===== src/rtl/ps2_note_receiver.sv =====
// ps2_note_receiver: PS/2 keyboard frame receiver that turns make/break
// scan codes into a held musical note frequency in Hz (last-key priority).
// Optional feature macro: PS2_OCTAVE_SHIFT_EN -- when defined, codes 1A (Z)
// and 22 (X) step an octave offset within -1..+1 that scales the note.
module ps2_note_receiver #(
  parameter int FREQ_W      = 10,
  parameter int TIMEOUT_CYC = 50000,
  parameter int SYNC_STAGES = 2
) (
  input  logic              clk,
  input  logic              reset,
  input  logic              ps2_clk,
  input  logic              ps2_data,
  output logic [FREQ_W-1:0] frequency,
  output logic              note_on,
  output logic [7:0]        scan_code,
  output logic              code_valid,
  output logic              frame_err
);

  localparam int TO_W = $clog2(TIMEOUT_CYC + 1);

  typedef enum logic [1:0] {
    IDLE   = 2'd0,
    DATA   = 2'd1,
    PARITY = 2'd2,
    STOP   = 2'd3
  } frame_state_t;

  frame_state_t           state_r;
  logic [SYNC_STAGES-1:0] clk_sync_r;
  logic [SYNC_STAGES-1:0] data_sync_r;
  logic                   clk_prev_r;
  logic [2:0]             bit_cnt_r;
  logic [7:0]             shift_r;
  logic                   parity_ok_r;
  logic [TO_W-1:0]        timeout_cnt_r;
  logic                   fall_s;
  logic                   bit_s;

  logic [7:0]             held_code_r;
  logic                   held_valid_r;
  logic                   break_pending_r;
  logic                   ext_pending_r;

  // Map a make code to its base note frequency; 0 means unmapped.
  function automatic logic [9:0] note_base(input logic [7:0] code);
    case (code)
      8'h1C:   note_base = 10'd261;
      8'h1B:   note_base = 10'd293;
      8'h23:   note_base = 10'd329;
      8'h2B:   note_base = 10'd349;
      8'h34:   note_base = 10'd392;
      8'h33:   note_base = 10'd440;
      8'h3B:   note_base = 10'd493;
      default: note_base = 10'd0;
    endcase
  endfunction

  // Odd parity check over the 8 data bits plus the received parity bit.
  function automatic logic odd_parity_ok(input logic [7:0] data, input logic par);
    odd_parity_ok = ^{par, data};
  endfunction

`ifdef PS2_OCTAVE_SHIFT_EN
  // Octave encoding: 0 = one down, 1 = normal, 2 = one up.
  logic [1:0] octave_r;
  logic [1:0] oct_dn_s;
  logic [1:0] oct_up_s;
  logic [9:0] held_base_r;

  function automatic logic [9:0] scale_freq(input logic [9:0] base, input logic [1:0] oct);
    case (oct)
      2'd0:    scale_freq = base >> 1;
      2'd2:    scale_freq = base << 1;
      default: scale_freq = base;
    endcase
  endfunction

  // Clamped neighbour octaves for the Z / X step keys.
  always_comb begin
    oct_dn_s = octave_r;
    oct_up_s = octave_r;
    if (octave_r != 2'd0) begin
      oct_dn_s = octave_r - 2'd1;
    end else begin
      oct_dn_s = 2'd0;
    end
    if (octave_r != 2'd2) begin
      oct_up_s = octave_r + 2'd1;
    end else begin
      oct_up_s = 2'd2;
    end
  end
`endif

  assign fall_s = clk_prev_r & ~clk_sync_r[SYNC_STAGES-1];
  assign bit_s  = data_sync_r[SYNC_STAGES-1];

  // Bring the asynchronous PS/2 lines into the clk domain and keep the previous clock level.
  always_ff @(posedge clk) begin
    if (!reset) begin
      clk_sync_r  <= '1;
      data_sync_r <= '1;
      clk_prev_r  <= 1'b1;
    end else begin
      clk_sync_r  <= {clk_sync_r[SYNC_STAGES-2:0], ps2_clk};
      data_sync_r <= {data_sync_r[SYNC_STAGES-2:0], ps2_data};
      clk_prev_r  <= clk_sync_r[SYNC_STAGES-1];
    end
  end

  // Frame FSM: samples bits on falling PS/2 clock edges, aborts stalled frames.
  always_ff @(posedge clk) begin
    if (!reset) begin
      state_r       <= IDLE;
      bit_cnt_r     <= 3'd0;
      shift_r       <= 8'h00;
      parity_ok_r   <= 1'b0;
      timeout_cnt_r <= '0;
      scan_code     <= 8'h00;
      code_valid    <= 1'b0;
      frame_err     <= 1'b0;
    end else begin
      code_valid <= 1'b0;
      frame_err  <= 1'b0;
      if ((state_r == IDLE) || fall_s) begin
        timeout_cnt_r <= '0;
      end else begin
        timeout_cnt_r <= timeout_cnt_r + TO_W'(1);
      end
      if ((state_r != IDLE) && !fall_s && (timeout_cnt_r == TO_W'(TIMEOUT_CYC - 1))) begin
        frame_err <= 1'b1;
        state_r   <= IDLE;
        bit_cnt_r <= 3'd0;
      end else if (fall_s) begin
        case (state_r)
          IDLE: begin
            if (!bit_s) begin
              state_r   <= DATA;
              bit_cnt_r <= 3'd0;
            end
          end
          DATA: begin
            shift_r <= {bit_s, shift_r[7:1]};
            if (bit_cnt_r == 3'd7) begin
              state_r   <= PARITY;
              bit_cnt_r <= 3'd0;
            end else begin
              bit_cnt_r <= bit_cnt_r + 3'd1;
            end
          end
          PARITY: begin
            parity_ok_r <= odd_parity_ok(shift_r, bit_s);
            state_r     <= STOP;
          end
          STOP: begin
            if (bit_s && parity_ok_r) begin
              scan_code  <= shift_r;
              code_valid <= 1'b1;
            end else begin
              frame_err <= 1'b1;
            end
            state_r <= IDLE;
          end
          default: begin
            state_r <= IDLE;
          end
        endcase
      end
    end
  end

  // Note tracker: interprets accepted bytes (break/extended prefixes, makes, releases).
  always_ff @(posedge clk) begin
    if (!reset) begin
      frequency       <= '0;
      note_on         <= 1'b0;
      held_code_r     <= 8'h00;
      held_valid_r    <= 1'b0;
      break_pending_r <= 1'b0;
      ext_pending_r   <= 1'b0;
`ifdef PS2_OCTAVE_SHIFT_EN
      octave_r        <= 2'd1;
      held_base_r     <= 10'd0;
`endif
    end else if (frame_err) begin
      break_pending_r <= 1'b0;
      ext_pending_r   <= 1'b0;
    end else if (code_valid) begin
      if (ext_pending_r) begin
        // Extended key byte (or its release prefix) never affects the note.
        if (scan_code == 8'hF0) begin
          break_pending_r <= 1'b1;
        end else begin
          ext_pending_r   <= 1'b0;
          break_pending_r <= 1'b0;
        end
      end else if (scan_code == 8'hF0) begin
        break_pending_r <= 1'b1;
      end else if (scan_code == 8'hE0) begin
        ext_pending_r <= 1'b1;
      end else if (break_pending_r) begin
        break_pending_r <= 1'b0;
        if (held_valid_r && (scan_code == held_code_r)) begin
          held_valid_r <= 1'b0;
          frequency    <= '0;
          note_on      <= 1'b0;
        end
`ifdef PS2_OCTAVE_SHIFT_EN
      end else if (scan_code == 8'h1A) begin
        octave_r <= oct_dn_s;
        if (held_valid_r) begin
          frequency <= FREQ_W'(scale_freq(held_base_r, oct_dn_s));
        end
      end else if (scan_code == 8'h22) begin
        octave_r <= oct_up_s;
        if (held_valid_r) begin
          frequency <= FREQ_W'(scale_freq(held_base_r, oct_up_s));
        end
      end else if (note_base(scan_code) != 10'd0) begin
        held_code_r  <= scan_code;
        held_valid_r <= 1'b1;
        held_base_r  <= note_base(scan_code);
        frequency    <= FREQ_W'(scale_freq(note_base(scan_code), octave_r));
        note_on      <= 1'b1;
      end
`else
      end else if (note_base(scan_code) != 10'd0) begin
        held_code_r  <= scan_code;
        held_valid_r <= 1'b1;
        frequency    <= FREQ_W'(note_base(scan_code));
        note_on      <= 1'b1;
      end
`endif
    end
  end

endmodule


===== config.mk =====
export PLATFORM = sky130hd
export DESIGN_NAME = ps2_note_receiver
export DESIGN_NICKNAME = d
export VERILOG_FILES = /design/src/rtl/ps2_note_receiver.sv
export SDC_FILE = /design/constraint.sdc
export NUM_CORES = 1
export LEC_CHECK = 0
export BUFFER_PORTS_ARGS = -buffer_cell sky130_fd_sc_hd__clkbuf_2
export CAP_MARGIN = 25
export CORE_MARGIN = 2
export CORE_UTILIZATION = 29
export CTS_BUF_LIST = sky130_fd_sc_hd__clkbuf_8
export DETAILED_ROUTE_END_ITERATION = 8
export PLACE_DENSITY_LB_ADDON = 0.15
export SYNTH_ARGS = -nofsm -noshare
export SYNTH_HDL_FRONTEND = slang
export SYNTH_SLANG_ARGS = --single-unit

===== constraint.sdc =====
create_clock -name clk -period 3.9 [get_ports clk]
set_input_delay 0 -clock clk [delete_from_list [all_inputs] [get_ports clk]]
set_output_delay 0 -clock clk [all_outputs]
set_load 0.02 [all_outputs]

### Word-level counts from Yosys, hierarchy flattened

Index checks and enable logic that the tools add are counted.

* input bits: 4
* register bits: 66

* muxes and demuxes: 32
* bitwise gates (word level): 11
* reduce and logical (&&, ||, !) cells: 24
* $add $sub $neg: 2
* eq/ne operators: 19

Operator list (count)
* 10-bit two-way mux: 10
* 9-bit one-hot mux with 7 select lines: 1
* 8-bit by 6-bit equality test with 1-bit output (second input constant): 5
* 16-bit by 1-bit adder with 16-bit output (second input constant): 1
* 16-bit equality test (second input constant): 1
* 8-bit by 5-bit equality test with 1-bit output (second input constant): 2
* 8-bit equality test (second input constant): 2
* 1-bit two-way mux: 15
* 7-bit AND reduction: 2
* 3-bit AND reduction: 4
* 1-bit NOT: 10
* 10-bit nonzero test: 1
* 9-bit XOR reduction: 1
* 8-bit equality test: 1
* 2-bit one-hot mux with 4 select lines: 1
* 3-bit two-way mux: 2
* 3-bit one-hot mux with 2 select lines: 1
* 2-bit nonzero test: 3
* 2-bit OR reduction: 3
* 2-bit equality test (second input constant): 2
* 1-bit logical AND: 4
* 2-bit two-way mux: 2
* 2-bit != test (second input constant): 2
* 4-bit AND reduction: 1
* 11 further kinds: 11

### Logic depth before layout (Yosys ltp)

* depth in word-level cells: 12
* depth in mapped cells: 7
* mapped depth without buffers: 6

### Worst setup path before layout

Ideal clock, no wire load.

* path kind: register to register
* from: register scan_code[3]
* to: register frequency[3]
* data arrival time: 1.493 ns
* data required time: 3.768 ns
* cell stages (with the launch flop): 6
* setup slack: 2.275 ns
* library setup time: 0.132 ns
* path through: dfxtp_1 > buf_6 > xnor2_1 > nand4_1 > nor4_4 > o32ai_1

* cells in the longest elaborated chain, start to end: 12
* elaborated cells on any way between the ends: 27
* classes of those cells: eq/ne: 11; mux: 10; bitwise: 2; reduce/logical: 4

Ends and longest elaborated chain
* start, declared: line 16 `output logic [7:0] scan_code,`
* start signal, assigned: line 159 `scan_code <= shift_r;`
* 8-bit by 6-bit equality test with 1-bit output or 8-bit by 5-bit equality test with 1-bit output (tied branches): line 48 `case (code)`
* 9-bit one-hot mux with 7 select lines: line 48
* 10-bit two-way mux: line 203 `end else if (break_pending_r) begin`
* 10-bit two-way mux: line 201 `end else if (scan_code == 8'hE0) begin`
* 10-bit two-way mux: line 199 `end else if (scan_code == 8'hF0) begin`
* 10-bit two-way mux: line 191 `if (ext_pending_r) begin`
* 10-bit two-way mux: line 190 `end else if (code_valid) begin`
* 10-bit two-way mux: line 187 `end else if (frame_err) begin`
* 10-bit two-way mux: line 176 `if (!reset) begin`
* 10-bit nonzero test: line 229 `end else if (note_base(scan_code) != 10'd0) begin`
* 2-bit nonzero test (no source line)
* 7-bit AND reduction (no source line)
* end signal, assigned: line 232 `frequency <= FREQ_W'(note_base(scan_code));`
* end, declared: line 14 `output logic [FREQ_W-1:0] frequency,`

Parallel ways exist; a longest one is shown, timed or not. The select of a mux whose other input is x is not followed.
A chain may end at the register's enable or synchronous reset.

### Final worst setup path

Same ends and word-level chain as after synthesis.

==> out/results.ini <==
[sta]
fin_tns_setup_ns=0
period_minus_slack_ns=1.85
final-setup-viol-count=0
grt_setup_unrepaired=no
fin_crit_sh=0.474
fmax_ghz=0.541
whs_ns=0.155
tightest_slew_ns=0.588
fin_skew_ns=0.0105
maxSlewHeadroom=0.607
finalHoldViolations=0
slew_violations=0

[grt]
grt-ovfl-total=0
antenna_found_initial=0
grt_max_degree=27
grt_pass1_vias=2123
grt_pass1_wl_um=10800
grt_use_total=0.125

[route]
route.vias.total=2260
avgViaCountPerCell=4.73
drtPass1Iterations=4
drtAntennaViolNets=0
drt-wirelength-per-cell_um=13.3
wl_um=6350
drtIter0Drc=91
post-route-drc-count=0

[cells_and_area]
drive_above_1_share=0.133
layout_common_cells=dfxtp_1, nor2_1, xnor2_1, clkbuf_2, mux2i_1
finalNetCount=351
layout_commonest_cell=dfxtp_1
diodes=0
syn_to_final_growth_pct=13.5
n_fill_cell=1056

[placement]
routabilityCongestion=0.812
dp_hpwl_um=4510
port_buffers=22

[logic_synthesis]
synth_edf_count=0
synth_area_leaders=dfxtp_1, xnor2_1, nor2_1
ys_ff_latch=64
synth_ff_type=dfxtp_1
postSynthCellCount=317
seq_area_frac_synth=0.439
avgSynthCellArea_um2=9.21
async_flop_share=0
yosysWarnings=0
synth_area_leader_cell=dfxtp_1
yosysTopAreaCellShare=0.439
synth_cell_type_count=50
netlist_area_mm2=0.00292

[clock_network]
postCtsSetupRepairBufs=0
cts_buffer_depth=2
cts_hold_buf=2
path_clk_slew_ns=0.07
cts_max_level=3
clk_latency_ns=0.34
clock_sinks=64
cts_resized=0
cts_buffers=9
cts-root-buf=clkbuf_8
cts_tree=yes

[floorplan]
die_w_um=104
core_area_mm2=0.00977
rows=36
io_pins=25
die-area_mm2=0.0109
die_h_um=104
start_util=0.299

[worst_setup_path]
cp.required_ns=4.11
crit_path_end_kind=flop
slowest_delay_ns=0.62
path_class=flop to flop
r2r-start=scan_code[3]
crit_start=scan_code[3]
crit_path_start_kind=flop
path_cells=and4bb_1 > and3_4 > nor4_4 > o32ai_1
crit_end=frequency[3]
cp.arrival_ns=2.06
cp_max_fo=13
ff2ff_path_depth=4
timing.rr.end=frequency[3]
r2r_setup_slack_ns=2.05
slowest_stage=dfxtp_1

[pwr]
power_frac_seq=0.564
switching_power_mw=0.279
vdd_drop_max_mv=0.125
powerDensity_mw_per_mm2=352
p_int_mw=0.887
p_leak_nw=1.16
sw_frac_of_total=0.239
total_power_mw=1.17
combinationalPowerShare=0.020
pwr-share-clk=0.417

[min_path]
hp-class=input pin to flop
hp-start=reset

[job]
max_cap_violations=0

[status]
outcome=complete, no violations

[per-layer routing]
metal	track usage	routed length [um]	up-vias
li1	-	-	1157
met5	0	0	-
met2	0.180	2690	34
met4	0.0579	111	0
met1	0.174	3330	1059
met3	0.0338	223	10
[stage by stage]
step / util / std cells / worst slack (ns) / cell area [um2]
6_report: 0.339 / 478 / 2.05 / 3320
5_1_grt: 0.339 / 478 / 1.86 / 3320
4_1_cts: 0.339 / 478 / 2.05 / 3320
3_5_place_dp: 0.320 / 460 / 2.06 / 3130
3_3_place_gp: 0.320 / 460 / 2.13 / 3130
2_1_floorplan: - / 318 / 2.27 / 2920
[how the worst min path moves through the flow]
stage	end	cells past startpoint
floorplan	clk_sync_r[0]	1
global placement	data_sync_r[0]	2
detailed placement	data_sync_r[0]	2
CTS	data_sync_r[1]	2
global route	data_sync_r[0]	2
finish	data_sync_r[0]	2
[cell usage after synthesis (all sizes together) (2+ instances only)]
master / count
nand2b: 8
xnor2: 26
nand3b: 3
a41o: 3
xor2: 3
dfxtp: 64
inv: 13
nand3: 14
nand2: 15
clkbuf: 7
o31ai: 2
nor2b: 2
o21ai: 9
o211ai: 2
mux2i: 17
o32ai: 6
buf: 7
nand4: 11
nor3: 5
and3: 5
ha: 7
nor2: 48
nor4: 6
a22oi: 3
o41ai: 2
a32oi: 2
nor4b: 2
a21oi: 12
[power by group through the flow]
stage	combinational [mW]	clock, mW	sequential [mW]
floorplan	0.0170	0	0.672
global placement	0.0216	0	0.672
detailed placement	0.0217	0	0.672
CTS	0.0233	0.501	0.657
global route	0.0257	0.534	0.657
finish	0.0229	0.486	0.657
[cell type report]
class	count	area, um2	area share
Multi-Input combinational cell	226	1510	0.457
Sequential cell	64	1280	0.386
Tap cell	133	166	0.0502
Timing Repair Buffer	25	138	0.0415
Clock buffer	9	124	0.0374
Inverter	14	52.6	0.0158
Clock inverter	7	40.0	0.0121
[registers in the layout, summed over array words and instances, names as in the netlist]
register and cells:
bit_cnt_r 3, break_pending_r 1, clk_prev_r 1, clk_sync_r 2, code_valid 1, data_sync_r 2
ext_pending_r 1, frame_err 1, frequency 8, held_code_r 8, held_valid_r 1, parity_ok_r 1
scan_code 8, shift_r 8, state_r 2, timeout_cnt_r 16
[critical path: cells and delay by family, from the launching register on]
| family | cells | cell delay [ns] |
|---|---|---|
| AOI/OAI and AO/OA | 1 | 0.15 |
| DFF | 1 | 0.62 |
| and+or+nand+nor | 3 | 0.95 |
[cells by family (layout without fill, tap and decap cells)]
| kind of cell | count (synthesis) | in the layout | synth area share |
|---|---|---|---|
| AND/OR/NAND/NOR | 126 | 126 | 0.226 |
| flip-flops | 64 | 64 | 0.439 |
| AO/OA/AOI/OAI | 44 | 44 | 0.107 |
| XOR/XNOR | 30 | 30 | 0.0947 |
| buffers and inverters | 28 | 55 | 0.0441 |
| multiplexers | 17 | 17 | 0.0583 |
| adder cells (fa/ha/maj) | 7 | 7 | 0.0300 |
| other | 1 | 2 | 0.00128 |
Power figures use the tool's default switching activity.
